File: config.mk
export PLATFORM = sky130hd
export DESIGN_NAME = weight_dispatch
export DESIGN_NICKNAME = d
export VERILOG_FILES = /design/src/rtl/dnn_pkg.sv /design/src/rtl/sm_zero_detect.sv /design/src/rtl/weight_dispatch.sv
export SDC_FILE = /design/constraint.sdc
export NUM_CORES = 1
export LEC_CHECK = 0
export ABC_AREA = 1
export BUFFER_PORTS_ARGS = -buffer_cell sky130_fd_sc_hd__buf_2
export CAP_MARGIN = 0
export CORE_MARGIN = 2
export CORE_UTILIZATION = 50
export CTS_BUF_LIST = sky130_fd_sc_hd__clkbuf_4
export DETAILED_ROUTE_END_ITERATION = 12
export GPL_TIMING_DRIVEN = 0
export PLACE_DENSITY = 0.74
export SETUP_SLACK_MARGIN = 0.3
export SYNTH_ARGS = -nofsm -noshare
export SYNTH_HDL_FRONTEND = slang
export SYNTH_HIERARCHICAL = 1
export SYNTH_SLANG_ARGS = --single-unit
File: constraint.sdc
create_clock -name clk -period 6.55 [get_ports clk]
set_input_delay 0.3275 -clock clk [delete_from_list [all_inputs] [get_ports clk]]
set_output_delay 0.3275 -clock clk [all_outputs]
set_load 0.005 [all_outputs]
File: src/rtl/dnn_pkg.sv
// Shared widths and the dispatch state encoding for the weight dispatcher.
package dnn_pkg;
  localparam int WORD_W = 16;
  localparam int IDX_W  = 4;
  localparam int ADDR_W = 10;

  typedef enum logic [2:0] {IDLE, READ, CHECK, HOLD, DONE} dispatch_state_t;
endpackage

File: src/rtl/sm_zero_detect.sv
// Sign-magnitude zero test: +0 and -0 both count as zero.
module sm_zero_detect
  import dnn_pkg::*;
(
  input  logic [WORD_W-1:0] word,
  output logic              is_zero
);
  assign is_zero = (word[WORD_W-2:0] == '0);
endmodule

File: src/rtl/weight_dispatch.sv
// Walks one weight row, reads each element and pushes only nonzero weights
// (with their row offset) into the PU buffer, stalling while the buffer is full.
//
// state | meaning
// IDLE  | waiting for start
// READ  | read strobe out for element idx
// CHECK | weight on w_data; skip, push, or park it if buffer full
// HOLD  | parked nonzero weight waiting for buffer space
// DONE  | done pulse, back to IDLE next cycle
module weight_dispatch
  import dnn_pkg::*;
(
  input  logic              clk,
  input  logic              rst,
  input  logic              start,
  input  logic [ADDR_W-1:0] row_base,
  input  logic [IDX_W-1:0]  row_length,
  output logic              w_rd_en,
  output logic [ADDR_W-1:0] w_addr,
  input  logic [WORD_W-1:0] w_data,
  output logic              fifo_w_en,
  output logic [WORD_W-1:0] fifo_data,
  output logic [IDX_W-1:0]  fifo_index,
  input  logic              fifo_full,
  output logic              busy,
  output logic              done,
  output logic [IDX_W:0]    nnz_count
);
  dispatch_state_t state, state_nxt;
  logic [ADDR_W-1:0] base_q, base_nxt;
  logic [IDX_W-1:0]  len_q, len_nxt;
  logic [IDX_W-1:0]  idx_q, idx_nxt;
  logic [WORD_W-1:0] hold_q, hold_nxt;
  logic [IDX_W:0]    nnz_nxt;
  logic [WORD_W-1:0] push_data;
  logic              push, advance, is_zero;

  sm_zero_detect u_zero (
    .word    (w_data),
    .is_zero (is_zero)
  );

  always_comb begin
    state_nxt = state;
    base_nxt  = base_q;
    len_nxt   = len_q;
    idx_nxt   = idx_q;
    hold_nxt  = hold_q;
    nnz_nxt   = nnz_count;
    push_data = hold_q;
    push      = 1'b0;
    advance   = 1'b0;
    case (state)
      IDLE: begin
        if (start) begin
          base_nxt  = row_base;
          len_nxt   = row_length;
          idx_nxt   = '0;
          nnz_nxt   = '0;
          state_nxt = (row_length == '0) ? DONE : READ;
        end
      end
      READ: state_nxt = CHECK;
      CHECK: begin
        if (is_zero) begin
          advance = 1'b1;
        end else if (!fifo_full) begin
          push      = 1'b1;
          push_data = w_data;
          advance   = 1'b1;
        end else begin
          hold_nxt  = w_data;
          state_nxt = HOLD;
        end
      end
      HOLD: begin
        if (!fifo_full) begin
          push    = 1'b1;
          advance = 1'b1;
        end
      end
      DONE:    state_nxt = IDLE;
      default: state_nxt = IDLE;
    endcase
    if (push) nnz_nxt = nnz_count + 1'b1;
    if (advance) begin
      idx_nxt   = idx_q + 1'b1;
      state_nxt = (idx_q == len_q - 1'b1) ? DONE : READ;
    end
  end

  // Strobes and status are registered from the next state, so each lines up
  // with the cycle the FSM actually spends in READ / DONE.
  always_ff @(posedge clk) begin
    if (rst) begin
      state      <= IDLE;
      base_q     <= '0;
      len_q      <= '0;
      idx_q      <= '0;
      hold_q     <= '0;
      w_rd_en    <= 1'b0;
      w_addr     <= '0;
      fifo_w_en  <= 1'b0;
      fifo_data  <= '0;
      fifo_index <= '0;
      busy       <= 1'b0;
      done       <= 1'b0;
      nnz_count  <= '0;
    end else begin
      state     <= state_nxt;
      base_q    <= base_nxt;
      len_q     <= len_nxt;
      idx_q     <= idx_nxt;
      hold_q    <= hold_nxt;
      nnz_count <= nnz_nxt;
      w_rd_en   <= (state_nxt == READ);
      if (state_nxt == READ) w_addr <= base_nxt + ADDR_W'(idx_nxt);
      fifo_w_en <= push;
      if (push) begin
        fifo_data  <= push_data;
        fifo_index <= idx_q;
      end
      busy <= (state_nxt != IDLE);
      done <= (state_nxt == DONE);
    end
  end
endmodule

==> metrics.yaml <==
status: "complete, no violations"
nFillCells: 683
fin_skew_ns: 0.0177
p_leak_uw: 0.00209
slew_viol_final: 0
routed_via_density: 4.96
grt_pass1_wl_um: 13900
fp.dieW_um: 89.2
synth_area_mm2: 0.00363
diodes: 0
hold-path-endpoint: "fifo_w_en"
hold_slack_ns: 0.117
dpl_cell_area_mm2: 0.00411
p_sw_uw: 351
row_count: 31
pin_count: 73
regToRegSetupSlack_ns: 3.76
cts.clk_slew.worst_paths_ns: 0.12
max-clock-path-buffers: 2
seq_area_frac_synth_pct: 41.9
synth.avg_cell_area_um2: 7.03
worst-setup-path-type: "reg -> reg"
initial_core_util_pct: 50.9
final_net_count: 641
clk_latency_ns: 0.42
wl_per_cell_um: 12.2
hold_viol: 0
setup_viol_count_final: 0
track_usage_pct: 22.3
finalCritPeriodShare_pct: 42.6
pwr-share-comb_pct: 23.0
drt-total-wl_um: 8590
syn_nets: 558
p_seq_share_pct: 44.6
p_per_area_mw_per_mm2: 276
dp_hpwl_um: 6310
stdcell_area_mm2: 0.00431
cts_tree: "done"
drtIter0Drc: 205
reg2reg_depth: 18
max_slew.worst_pin.slew_ns: 0.593
worstPathMaxFanout: 8
rsz0062_at_grt: "false"
cts_resized: 0
io_buffers: 72
r2r_end: "w_addr[8]"
power.internal_uw: 836
root_buffer: "clkbuf_4"
ys_seq_elements: 76
cp.required_ns: 6.88
hold_path_startpoint: "rst"
numCtsBuffers: 9
h-tree-depth: 3
ctsHoldBuffers: 0
min_path_cells: 2
drive_above_1_share_pct: 20.7
fmax_ghz: 0.358
grt_start_max_net_pins: 13
dieArea_mm2: 0.00796
antenna_found_initial: 0
ys.warnings.count: 6
antenna_left: 0
relSlewSlack_pct: 60.3
drcViolationCount: 0
hold_class: "in -> reg"
swShare_pct: 29.6
area_growth_pct: 18.7
pwr-share-clk_pct: 32.4
dr.pass1.iters: 5
power.total_uw: 1190
core_area_mm2: 0.00714
synth_edf_count: 0
synth_cell_types: 31
cp-end-kind: "register"
grt_pass1_vias: 3180
synth_cells: 516
layout_min_cycle_time_ns: 2.79
fp.dieH_um: 89.2
grt_overflow_total: 0
peakVddDrop_mv: 0.161
synth_ff_type: "dfxtp_1"
clock-sinks: 76
dr_total_vias: 3481
drv_cap: 0
cp.arrival_ns: 3.12
worstReg2RegStart: "state[0]"
cts_setup_buffers: 0
gp_congestion: 0.865
async_flop_share_pct: 0
critical_path.startpoint_type: "register"
utilization_pct: 60.4
tns_ns: 0
==> cells in the mapped netlist, types with 4 or more instances <==
cell type,count,area share (%)
a21oi_2,5,1.2
or2_2,4,0.69
inv_1,61,6.3
nand2_2,8,1.4
buf_2,7,0.97
clkbuf_1,13,1.3
dfxtp_1,76,42
a21oi_1,15,2.1
o21ai_0,36,5.0
nand4_1,18,3.1
nor2_2,4,0.69
a31oi_1,16,2.8
inv_2,5,0.52
nand3_1,31,4.3
ha_1,7,2.4
nor2_1,80,8.3
nand2_1,104,11
xor2_1,6,1.4
==> per-stage QoR <==
step / std cells / setup slack, ns
6_report: 702 / 3.76
5_1_grt: 702 / 3.41
4_1_cts: 702 / 3.85
3_5_place_dp: 687 / 3.45
3_3_place_gp: 687 / 3.47
2_1_floorplan: 516 / 3.96
==> power groups by stage <==
stage                     Clock (µW)  Combinational (µW)  Sequential (µW)
after floorplan                    0                 186              539
after global placement             0                 265              538
after detailed placement           0                 272              539
after CTS                        390                 273              529
after global routing             408                 311              535
final                            385                 273              529
==> cells in the final DEF, fill, tap and decap left out, drive strengths merged <==
cell type | synthesis | routed
xor2 | 6 | 6
mux2i | 1 | 1
or2 | 4 | 4
and2 | 2 | 2
xnor2 | 2 | 2
nand3b | 2 | 2
a32o | 1 | 1
bufinv | 0 | 4
clkbuf | 13 | 22
o21ai | 37 | 37
nand4 | 18 | 18
clkinv | 0 | 2
inv | 66 | 66
fa | 1 | 1
a31oi | 16 | 16
nand3 | 33 | 33
nand2 | 112 | 112
nor3 | 3 | 3
nor2 | 86 | 86
a21oi | 20 | 20
dfxtp | 76 | 76
buf | 10 | 82
ha | 7 | 7
==> registers in the layout, indices dropped and copies added, names as in the netlist <==
register	count
fifo_data	16
hold_q	16
done	1
nnz_count	5
busy	1
idx_q	4
base_q	10
len_q	4
state	3
fifo_w_en	1
w_rd_en	1
fifo_index	4
w_addr	10
==> how the worst max path moves through the flow <==
stage / start / to / slack [ns] / cells past startpoint
final: state[0] / w_addr[8] / 3.76 / 18
after CTS: state[0] / w_addr[5] / 3.85 / 17
after detailed placement: w_data[0] / w_addr[8] / 3.45 / 24
after global placement: w_data[0] / w_addr[4] / 3.47 / 22
after floorplan: w_data[12] / w_addr[5] / 3.96 / 22
after global routing: w_data[12] / w_addr[8] / 3.41 / 24
==> area by class of cell <==
cell class / instances / area (µm²) / share of cell area [%]
Multi-Input combinational cell: 351 / 1750 / 40.6
Sequential cell: 76 / 1520 / 35.3
Timing Repair Buffer: 72 / 360 / 8.36
Inverter: 66 / 248 / 5.75
Clock inverter: 6 / 128 / 2.96
Tap cell: 99 / 124 / 2.87
Buffer: 23 / 110 / 2.56
Clock buffer: 9 / 67.6 / 1.57
==> per-layer routing <==
metal / wire length [µm] / vias up / GRT usage, %
met1: 4140 / 1547 / 30.1
met4: 123 / 0 / 8.01
li1: - / 1823 / -
met2: 3860 / 99 / 36.2
met5: 0 / - / 0
met3: 469 / 12 / 3.42
==> kinds of logic after synthesis <==
kind of cell             Yosys count  share of synthesized area (%)
buffers and inverters             89                           9.86
AND/OR/NAND/NOR                  260                           31.6
multiplexers                       1                          0.276
AO/OA/AOI/OAI                     74                           11.4
flip-flops                        76                           41.9
adder cells (fa/ha/maj)            8                           2.96
XOR/XNOR                           8                           1.93
==> critical path, cell delays in order (launching register included) <==
cell and delay [ns]:
dfxtp_1 0.39, nand2_1 0.10, nor2_4 0.20, nand2_2 0.09, nand2_2 0.13, inv_1 0.10
nor3_1 0.18, xor2_1 0.31, nor2_1 0.08, ha_1 0.36, nand2_1 0.08, nor2_1 0.11
nor2_1 0.07, inv_1 0.08, nand3_1 0.13, nand2_1 0.09, nand2_1 0.05, nor2_1 0.12
nor2_1 0.05
Note: power is estimated with default switching activity, not from simulation.
